<file path="config.mk">
export PLATFORM = sky130hd
export DESIGN_NAME = enigma_feeder
export DESIGN_NICKNAME = d
export VERILOG_FILES = /design/src/rtl/enigma_feeder.sv
export SDC_FILE = /design/constraint.sdc
export NUM_CORES = 1
export LEC_CHECK = 0
export ABC_AREA = 1
export CAP_MARGIN = 30
export CORE_ASPECT_RATIO = 0.9
export CORE_MARGIN = 2
export CORE_UTILIZATION = 55
export DETAILED_ROUTE_END_ITERATION = 10
export HOLD_SLACK_MARGIN = 0.12
export MAX_ROUTING_LAYER = met4
export PLACE_DENSITY = 0.83
export SYNTH_ARGS = -nofsm -noshare
export SYNTH_HDL_FRONTEND = slang
export SYNTH_SLANG_ARGS = --single-unit
</file>
<file path="constraint.sdc">
create_clock -name clk_in -period 2.61 [get_ports clk_in]
set_input_delay 0.261 -clock clk_in [delete_from_list [all_inputs] [get_ports clk_in]]
set_output_delay 0.261 -clock clk_in [all_outputs]
set_load 0.05 [all_outputs]
</file>
<file path="src/rtl/enigma_feeder.sv">
// ASCII-to-letter-code feeder for the enigma core: filters bytes, queues codes, issues single-cycle pulses.
// Optional: define ENIGMA_FEEDER_LOWERCASE_EN to accept lowercase letters as well.
module enigma_feeder #(
  parameter int DEPTH = 16,
  parameter int CNT_W = 16
) (
  input  logic                     clk_in,
  input  logic                     rst_n_in,
  input  logic                     flush_in,
  input  logic                     ascii_valid_in,
  input  logic [7:0]               ascii_in,
  output logic                     ascii_ready_out,
  input  logic                     enc_ready_in,
  output logic                     enc_valid_out,
  output logic [4:0]               enc_data_out,
  output logic [$clog2(DEPTH):0]   fifo_count_out,
  output logic [CNT_W-1:0]         letter_count_out,
  output logic [CNT_W-1:0]         drop_count_out
);

  localparam int AW = $clog2(DEPTH);
  localparam int CW = AW + 1;
  localparam logic [CW-1:0]    FULL_C    = CW'(DEPTH);
  localparam logic [CNT_W-1:0] CNT_MAX_C = {CNT_W{1'b1}};

  typedef enum logic [1:0] {
    IDLE     = 2'd0,
    ISSUE    = 2'd1,
    WAIT_LOW = 2'd2
  } state_t;

  state_t            state_r;
  logic [4:0]        mem_r [DEPTH];
  logic [AW-1:0]     wr_ptr_r;
  logic [AW-1:0]     rd_ptr_r;
  logic [CW-1:0]     count_r;
  logic [CNT_W-1:0]  letter_cnt_r;
  logic [CNT_W-1:0]  drop_cnt_r;
  logic              valid_r;
  logic [4:0]        data_r;

  logic [5:0]        dec_s;
  logic              accept_s;
  logic              push_s;
  logic              drop_s;
  logic              pop_s;

  // Bit 5 flags a letter, bits 4:0 carry its 1..26 code.
  function automatic logic [5:0] decode_byte(input logic [7:0] b);
    logic [5:0] r;
    r = 6'd0;
    if (b >= 8'h41 && b <= 8'h5A) begin
      r = {1'b1, 5'(b - 8'h40)};
    end
`ifdef ENIGMA_FEEDER_LOWERCASE_EN
    else if (b >= 8'h61 && b <= 8'h7A) begin
      r = {1'b1, 5'(b - 8'h60)};
    end
`endif
    else begin
      r = 6'd0;
    end
    return r;
  endfunction

  assign ascii_ready_out  = (count_r < FULL_C);
  assign enc_valid_out    = valid_r;
  assign enc_data_out     = data_r;
  assign fifo_count_out   = count_r;
  assign letter_count_out = letter_cnt_r;
  assign drop_count_out   = drop_cnt_r;

  // Flush swallows any byte arriving in the same cycle and blocks the pop.
  always_comb begin
    dec_s    = decode_byte(ascii_in);
    accept_s = ascii_valid_in && ascii_ready_out;
    push_s   = accept_s && dec_s[5] && !flush_in;
    drop_s   = accept_s && !dec_s[5] && !flush_in;
    pop_s    = (state_r == IDLE) && (count_r != {CW{1'b0}}) && enc_ready_in && !flush_in;
  end

  // FIFO storage, pointers and occupancy.
  always_ff @(posedge clk_in or negedge rst_n_in) begin
    if (!rst_n_in) begin
      for (int i = 0; i < DEPTH; i++) begin
        mem_r[i] <= 5'd0;
      end
      wr_ptr_r <= {AW{1'b0}};
      rd_ptr_r <= {AW{1'b0}};
      count_r  <= {CW{1'b0}};
    end else if (flush_in) begin
      wr_ptr_r <= {AW{1'b0}};
      rd_ptr_r <= {AW{1'b0}};
      count_r  <= {CW{1'b0}};
    end else begin
      if (push_s) begin
        mem_r[wr_ptr_r] <= dec_s[4:0];
        wr_ptr_r        <= wr_ptr_r + AW'(1);
      end
      if (pop_s) begin
        rd_ptr_r <= rd_ptr_r + AW'(1);
      end
      case ({push_s, pop_s})
        2'b10:   count_r <= count_r + CW'(1);
        2'b01:   count_r <= count_r - CW'(1);
        default: count_r <= count_r;
      endcase
    end
  end

  // Saturating statistics; flush deliberately leaves them alone.
  always_ff @(posedge clk_in or negedge rst_n_in) begin
    if (!rst_n_in) begin
      letter_cnt_r <= {CNT_W{1'b0}};
      drop_cnt_r   <= {CNT_W{1'b0}};
    end else begin
      if (pop_s && letter_cnt_r != CNT_MAX_C) begin
        letter_cnt_r <= letter_cnt_r + CNT_W'(1);
      end
      if (drop_s && drop_cnt_r != CNT_MAX_C) begin
        drop_cnt_r <= drop_cnt_r + CNT_W'(1);
      end
    end
  end

  // Issue FSM: one pulse per core transaction, re-arm only after ready has gone low.
  always_ff @(posedge clk_in or negedge rst_n_in) begin
    if (!rst_n_in) begin
      state_r <= IDLE;
      valid_r <= 1'b0;
      data_r  <= 5'd0;
    end else if (flush_in) begin
      state_r <= IDLE;
      valid_r <= 1'b0;
    end else begin
      case (state_r)
        IDLE: begin
          if (pop_s) begin
            data_r  <= mem_r[rd_ptr_r];
            valid_r <= 1'b1;
            state_r <= ISSUE;
          end else begin
            valid_r <= 1'b0;
          end
        end
        ISSUE: begin
          valid_r <= 1'b0;
          state_r <= WAIT_LOW;
        end
        WAIT_LOW: begin
          valid_r <= 1'b0;
          if (!enc_ready_in) begin
            state_r <= IDLE;
          end else begin
            state_r <= WAIT_LOW;
          end
        end
        default: begin
          valid_r <= 1'b0;
          state_r <= IDLE;
        end
      endcase
    end
  end

endmodule

</file>
* After elaboration in Yosys (flattened, before gate mapping) *
Index checks and enable logic that the tools add are counted.

storage, ports and cells
  ROM bits = 0
  input bits = 13
  memories kept = 0
  output and inout port bits = 44
  latch bits = 0
  memory bits (writable) = 0
  bits in registers = 133

operators by class
  div/mod/pow operators = 0
  add/subtract/negate cells = 7
  magnitude comparators = 6
  mux-type cells = 20
  reduce and logical (&&, ||, !) cells = 21
  multiply operators = 0
  bitwise logic cells = 3
  eq/ne operators = 7
  shift-type cells = 0

operators by type and width
  kind                                                                                 count
  80-bit bitwise mux                                                                   1
  16-bit by 1-bit adder with 16-bit output, second input constant                      2
  16-bit != test, second input constant                                                2
  5-bit binary-select mux with 4-bit select                                            1
  5-bit demux with 4-bit select                                                        1
  5-bit 2-to-1 mux                                                                     4
  4-bit 2-to-1 mux                                                                     4
  1-bit logical AND                                                                    12
  5-bit greater-or-equal comparator, second input constant                             2
  4-bit inverter with 5-bit output                                                     2
  5-bit one-hot mux with 2 select lines                                                1
  5-bit by 1-bit subtractor with 5-bit output, second input constant                   2
  4-bit by 1-bit adder with 4-bit output, second input constant                        2
  8-bit by 7-bit greater-or-equal comparator with 1-bit output, second input constant  1
  8-bit by 7-bit less-or-equal comparator with 1-bit output, second input constant     1
  2-bit 2-to-1 mux                                                                     3
  6-bit 2-to-1 mux                                                                     1
  2-bit one-hot mux with 3 select lines                                                1
  5-bit by 1-bit adder with 5-bit output, second input constant                        1
  5-bit by 1-bit < comparator with 1-bit output, second input constant                 1
  5-bit < comparator, second input constant                                            1
  5-bit nonzero test                                                                   1
  2-bit by 1-bit equality test with 1-bit output, second input constant                2
  2-bit equality test, second input constant                                           2
  9 further kinds                                                                      13

* Longest topological paths before layout *
Gate-level depths: netlist of run 1.

  depth in word-level cells = 8
  depth in mapped cells = 16

* Worst setup path before layout of run 1 *
OpenSTA, ideal clock, no wires.

  path kind = reg2reg
  start point = register count_r[4] (netlist: fifo_count_out[4])
  end point = register count_r[4] (netlist: fifo_count_out[4])
  setup time = 0.118 ns
  path buffers = 0
  stages on the path, launching flop included = 14
  data arrival time = 2.405 ns
  clock period less this slack = 2.523 ns
  slack = 0.087 ns
  path through = dfrtp_1 inv_2 nand2_1 nor2_2 nand4_4 nand2_2 inv_1 ha_1 inv_1 o21bai_1 a31oi_1 nand3_1 nand3_1 nand2_1

on the way
  cells in the longest elaborated chain, start to end = 7

RTL lines
  element                                                                                RTL line  source
  start: declaration                                                                     36        logic [CW-1:0] count_r;
  start signal: assignment                                                               90        count_r <= {CW{1'b0}};
  start signal: assignment                                                               94        count_r <= {CW{1'b0}};
  start signal: assignment                                                               104       2'b10: count_r <= count_r + CW'(1);
  5-bit < comparator *                                                                   66        assign ascii_ready_out = (count_r < FULL_C);
  named net ascii_ready_out                                                              12        output logic ascii_ready_out,
  1-bit logical AND *                                                                    76        accept_s = ascii_valid_in && ascii_ready_out;
  1-bit logical AND * (2 in series)                                                      77        push_s = accept_s && dec_s[5] && !flush_in;
  2-bit by 1-bit equality test with 1-bit output or 2-bit equality test (tied branches)  103       case ({push_s, pop_s})
  5-bit one-hot mux with 2 select lines                                                  103
  5-bit 2-to-1 mux                                                                       91        end else if (flush_in) begin

Mark *: on every way through the listed nets, which the timed path passes. The rest lies on a longest branch.
A chain may end at the register's enable or synchronous reset.

* Final worst setup path of run 1 *
  start point = register count_r[4] (netlist: fifo_count_out[4])
  end point = register count_r[4] (netlist: fifo_count_out[4])

on the way
  cells in the longest elaborated chain, start to end = 7

RTL lines
  element                                                                                RTL line
  5-bit < comparator or 5-bit nonzero test (tied branches)                               66, 79
  1-bit logical AND, on equally long branches                                            76, 79
  1-bit logical AND, on equally long branches (2 in series)                              77, 79
  2-bit by 1-bit equality test with 1-bit output or 2-bit equality test (tied branches)  103
  5-bit one-hot mux with 2 select lines                                                  103
  5-bit 2-to-1 mux                                                                       91

Several ways; a longest one is shown, not always the timed one.

==> results.yml, run 1 <==
placement:
  hpwl_um: 10600
  place_congestion: 0.910
  place_inst: 993
  port_buffers: 56
grt:
  grt_pass1_wl_um: 27300
  grt_max_degree: 55
  first_global_vias: 5524
  overflow: 0
  grtUsageTotal: 0.278
  antenna_found_initial: 0
worst_setup_path:
  critPathMaxFanout: 5
  crit_arrival_ns: 2.49
  slowest_delay_ns: 0.42
  cp_slowest_cell: "dfrtp_1"
  required_ns: 2.92
  cp_top_family: "simple AND/OR/NAND/NOR gates"
  start_kind: "register"
  cp_num_buf_inv: 3
  path_class: "reg -> reg"
  worstSetupEndpointType: "register"
  crit_path_cell_trace: "inv_2 -> nand2_1 -> nor2_2 -> nand4_4 -> nand2_2 -> inv_1 -> ha_1 -> inv_1 -> o21bai_1 -> a31oi_1 -> nand3_1 -> nand3_1 -> nand2_1"
timing:
  hold_viol_final: 0
  fmaxAchievable_mhz: 458
  relSlewSlack: 0.598
  drv_slew: 0
  period_minus_slack_ns: 2.18
  finClkSkew_ns: 0.00690
  period_share: 0.836
  setup_viol: 0
  tightest_slew_ns: 0.604
  tns_ns: 0
  rsz0062_at_grt: "false"
cts:
  cts-htree-levels: 4
  cts_setup_buffers: 0
  cts-root-buf: "clkbuf_16"
  clock_path_buffers: 2
  cts.sink_count: 133
  clk_pin_slew_ns: 0.06
  numCtsBuffers: 17
  tritoncts: "built"
  clk-insertion-delay-late_ns: 0.42
cells_and_area:
  syn_to_final_growth_pct: 22.5
  finalNetCount: 881
  final_cells: 1026
  antenna_cells: 0
  drive_above_1_share: 0.0920
logic_synthesis:
  seq_area_frac_synth: 0.512
  synth_cells: 783
  synth_area_um2: 6500
  synth-main-ff-cell: "dfrtp_1"
  ys_async_sr_fraction: 1.00
  synth_warnings: 0
  synth_seq_cells: 133
  syn_nets: 807
  netlist-cell-type-count: 28
  synth.avg_cell_area_um2: 8.30
  synth_edf_count: 0
floorplan:
  num_rows: 37
  die_width_um: 119
  core_um2: 11500
  dieArea_um2: 12700
  die_y_um: 107
  start_util: 0.566
  ioPinCount: 57
pwr:
  power_leakage_nw: 3.65
  p_per_area_nw_per_um2: 866
  ir_drop_mv: 0.693
routing:
  routed_via_density: 5.56
  postRouteAntennaNets: 0
  initialDrtViolationCount: 598
  dr_wl_met3_um: 1030
  wire_per_inst_um: 15.8
  vias: 5706
  drt-total-wl_um: 16200
  highest_layer: "met4"
  drc: 0
  drt_pass1_iterations: 5
  wl_met2_um: 7480
  wl_met1_um: 7460
run:
  max_cap_violations: 0
run_status:
  outcome: "finished clean"
worst_hold_path:
  hold_path.class: "in -> async"
-- cell families (layout without fill, tap and decap cells) --
| group | after synthesis | in the layout | synth area share |
|---|---|---|---|
| buffers and inverters | 80 | 167 | 0.0483 |
| and+or+nand+nor | 356 | 356 | 0.236 |
| AOI/OAI and AO/OA | 174 | 174 | 0.142 |
| adders and majority gates | 11 | 11 | 0.0223 |
| xor gates and xnor gates | 29 | 29 | 0.0391 |
| DFF | 133 | 133 | 0.512 |
-- what timing repair did --
action / CTS / global route
hold endpoints to repair: 42 / 0
hold buffers: 1 / 0
resized for setup: 0 / 0
-- where the power goes --
part	leakage, nW	switching, mW	total (mW)	internal (mW)
registers	1.82	0.149	2.36	2.21
clock network	0.312	0.860	2.56	1.70
logic	1.53	1.35	1.97	0.617
total	3.65	2.36	6.89	4.53
-- area by class of cell --
cell class	count	area [um^2]
multi-input cells	570	2860
clock inverters	7	143
clock buffers	25	495
well taps	156	195
fillers	875	3520
repair buffers	75	716
inverters	60	225
flip-flops and latches	133	3330
-- final timing paths --
kind | from | endpoint | slack, ns | cells past startpoint
worst max-delay path | fifo_count_out[4] | fifo_count_out[4] | 0.43 | 13
worst min-delay path | rst_n_in | mem_r[17] | 0.40 | 2
worst max register to register | fifo_count_out[4] | fifo_count_out[4] | 0.43 | 13
worst min register to register | mem_r[8] | mem_r[8] | 0.48 | 2
max in group asynchronous | rst_n_in | enc_data_out[2] | 1.47 | 3
min in group clk_in | mem_r[8] | mem_r[8] | 0.48 | 2
-- state kept, by name (all words and copies together) (netlist names) --
name              cells
state_r               2
enc_valid_out         1
wr_ptr_r              4
rd_ptr_r              4
fifo_count_out        5
letter_count_out     16
enc_data_out          5
mem_r                80
drop_count_out       16
-- synthesized netlist by cell type (all sizes together), types with 2 or more instances --
master / count / share of area
a21oi: 7 / 0.0054
buf: 2 / 0.0023
clkbuf: 18 / 0.011
dfrtp: 133 / 0.51
ha: 10 / 0.019
inv: 59 / 0.034
nand2: 204 / 0.13
nand3: 29 / 0.022
nand4: 6 / 0.0081
nor2: 100 / 0.065
nor3: 14 / 0.011
nor3b: 3 / 0.0042
o211ai: 20 / 0.023
o21ai: 145 / 0.11
xnor2: 12 / 0.016
xor2: 17 / 0.023
-- per-stage QoR --
step	hold slack (ns)	util	instance area (um^2)	power [mW]	setup WS, ns
6_report	0.398	0.693	7960	6.89	0.428
3_5_place_dp	0.306	0.637	7310	4.32	0.171
3_3_place_gp	0.304	0.637	7310	4.30	0.288
4_1_cts	0.406	0.693	7960	6.90	0.430
5_1_grt	0.456	0.693	7960	7.20	0.302
2_1_floorplan	-0.0346	-	6500	3.68	0.0873
-- metal layers --
| metal | track usage | vias up |
|---|---|---|
| li1 | - | 2713 |
| met1 | 0.379 | 2730 |
| met2 | 0.421 | 240 |
| met3 | 0.0495 | 23 |
| met4 | 0.101 | 0 |
| met5 | - | - |
-- layout by cell type (no fill, tap or decap), drive strengths merged --
master / Yosys / final
bufinv: 0 / 4
inv: 59 / 59
clkinv: 1 / 4
nand4: 6 / 6
dlygate4sd3: 0 / 1
nor2: 100 / 100
nor3: 14 / 14
nor3b: 3 / 3
a31oi: 1 / 1
clkbuf: 18 / 25
xor2: 17 / 17
buf: 2 / 19
a21oi: 7 / 7
nand2: 204 / 204
o21bai: 1 / 1
xnor2: 12 / 12
o211ai: 20 / 20
ha: 10 / 10
o21ai: 145 / 145
nand3: 29 / 29
clkdlybuf4s50: 0 / 55
dfrtp: 133 / 133
fa: 1 / 1
Power figures use the tool's default switching activity.
==> run 2: changes to the inputs <==
--- a/config.mk
+++ b/config.mk
@@ -9,11 +9,11 @@
 export CAP_MARGIN = 30
 export CORE_ASPECT_RATIO = 0.9
 export CORE_MARGIN = 2
-export CORE_UTILIZATION = 55
+export CORE_UTILIZATION = 52
 export DETAILED_ROUTE_END_ITERATION = 10
 export HOLD_SLACK_MARGIN = 0.12
 export MAX_ROUTING_LAYER = met4
-export PLACE_DENSITY = 0.83
+export PLACE_DENSITY = 0.82
 export SYNTH_ARGS = -nofsm -noshare
 export SYNTH_HDL_FRONTEND = slang
 export SYNTH_SLANG_ARGS = --single-unit
==> constraint.sdc (replaced) <==
create_clock -name clk_in -period 1.95 [get_ports clk_in]
set_input_delay 0.195 -clock clk_in [delete_from_list [all_inputs] [get_ports clk_in]]
set_output_delay 0.195 -clock clk_in [all_outputs]
set_load 0.05 [all_outputs]
==> run 2 against run 1 <==
  * Combinational power grew 55%
  * Die area grew 5.6%
  * Utilization grew 0.22 points
  * Register-to-register slack lost 0.34 ns
  * Wire length grew 4.1%
  * Sequential share of layout area shrank 2.2 points
  * Total power grew 43%
  * Sequential cell count is the same
  * Critical endpoint is now drop_count_out[5]
  * Largest cell class unchanged
  * Highest routed layer unchanged
==> results.yml, run 2 (synthesis results as in run 1) <==
run_status:
  outcome: "finished clean"
placement:
  port_buffers: 56
  post_dp_cell_area_um2: 7710
  place_congestion: 0.884
  hpwl_um: 10800
worst_setup_path:
  r2r_slack_ns: 0.09
  slowest_delay_ns: 0.85
  crit_arrival_ns: 1.72
  crit_path_cell_trace: "clkdlybuf4s50_1"
  startpoint: "drop_count_out[5]"
  cp-endpoint: "drop_count_out[5]"
  cp_num_buf_inv: 1
  worstSetupEndpointType: "primary output"
  cp_slowest_cell: "clkdlybuf4s50_1"
  start_kind: "register"
  r2r-end: "fifo_count_out[4]"
  reg2regPathDepth: 14
  cp_top_family: "buffers and inverters"
  required_ns: 1.75
  critPathMaxFanout: 6
  r2r_start: "state_r[0]"
  cp.depth: 1
  path_class: "reg -> out"
floorplan:
  dieArea_um2: 13400
  num_rows: 38
  start_util: 0.536
  die_y_um: 110
  ioPinCount: 57
  core_um2: 12100
  die_width_um: 122
cells_and_area:
  regMostFlops: "mem_r"
  final_cell_mix: "182 x nand2_1, 126 x dfrtp_1, 102 x o21ai_0"
  stdcell_area_um2: 8430
  fill_cells: 867
  layout_commonest_cell: "nand2_1"
  drive_above_1_share: 0.146
  syn_to_final_growth_pct: 29.8
  finalNetCount: 912
  antenna_cells: 0
  largest_reg_flops: 80
timing:
  setup_viol: 0
  finClkSkew_ns: 0.00685
  drv_slew: 0
  period_minus_slack_ns: 1.92
  tightest_slew_ns: 0.524
  period_share: 0.983
  hold-worst-slack_ns: 0.258
  fmaxAchievable_mhz: 521
  rsz0062_at_grt: "true"
  hold_viol_final: 0
  tns_ns: 0
  relSlewSlack: 0.649
run:
  max_cap_violations: 0
cts:
  clk_pin_slew_ns: 0.06
  clk-insertion-delay-late_ns: 0.41
  cts-htree-levels: 4
  tritoncts: "built"
  cts-root-buf: "clkbuf_16"
  numCtsBuffers: 17
  clock_path_buffers: 2
  cts.sink_count: 133
grt:
  grtUsageTotal: 0.274
  antenna_found_initial: 0
  grt_max_degree: 52
  first_global_vias: 5721
  overflow: 0
  grt_pass1_wl_um: 27700
routing:
  drt_pass1_iterations: 5
  drc: 0
  wire_per_inst_um: 16.0
  postRouteAntennaNets: 0
  drt-total-wl_um: 16900
  routed_via_density: 5.49
  initialDrtViolationCount: 521
  vias: 5817
pwr:
  p_per_area_nw_per_um2: 1170
  power_leakage_nw: 3.92
  ir_drop_mv: 1.11
worst_hold_path:
  hold_path.class: "in -> async"
[run 2: cell types whose count changed in the layout (fill, tap and decap cells not counted), moves of 3 or more]
| cell | delta |
|---|---|
| clkinvlp_4 | +3 |
| dlymetal6s2s_1 | +4 |
| nand2_1 | -3 |
| clkdlybuf4s50_1 | -5 |
| buf_4 | +21 |
| dfrtp_1 | -7 |
| clkbuf_8 | -4 |
| buf_12 | +9 |
| inv_1 | -3 |
| dfrtp_2 | +7 |
| nor2_4 | +3 |
[run 2: worst min path at each step]
stage          startpoint                 to  cells past startpoint
2_1_floorplan    rst_n_in  drop_count_out[0]                      0
4_1_cts          rst_n_in          mem_r[18]                      2
5_1_grt          rst_n_in          mem_r[18]                      2
6_report         rst_n_in          mem_r[18]                      2
3_5_place_dp     rst_n_in          mem_r[18]                      1
3_3_place_gp     rst_n_in           mem_r[5]                      1
[run 2: final cells by class]
cell class,instances,area (um^2),area share
Sequential cell,133,3340,0.396
Clock buffer,19,433,0.0514
Tap cell,160,200,0.0237
Inverter,60,233,0.0276
Timing Repair Buffer,106,1070,0.127
Clock inverter,12,229,0.0272
Multi-Input combinational cell,570,2930,0.347
[run 2: metrics by stage]
step           setup slack, ns  std cells  power (mW)   util
6_report                0.0324       1060        9.88  0.695
5_1_grt                -0.0548       1060        10.3  0.695
4_1_cts                 0.0209       1058        9.81  0.692
3_5_place_dp            -0.149       1026        6.15  0.636
3_3_place_gp            -0.117       1026        6.10  0.636
2_1_floorplan           -0.152        783        5.00      -
[run 2: metal layers]
layer  GRT usage  up-vias  wire [um]
li1            -     2773          -
met1       0.341     2791       7280
met2       0.442      215       8230
met3      0.0653       38        986
met4       0.101        0        416
met5           -        -          0
[run 2: what timing repair did]
item / CTS / global route
setup buffers: 0 / 2
pin swaps: 0 / 5
endpoints found under the setup margin: 2 / 12
resized for setup: 2 / 11
hold buffers: 1 / 0
endpoints found under the hold margin: 108 / 0
[run 2: report_power, final]
part           internal [mW]  leakage, nW  switching, mW
combinational           1.13         1.80           1.92
sequential              2.97         1.80          0.236
clock                   2.40        0.309           1.23
total                   6.50         3.92           3.38
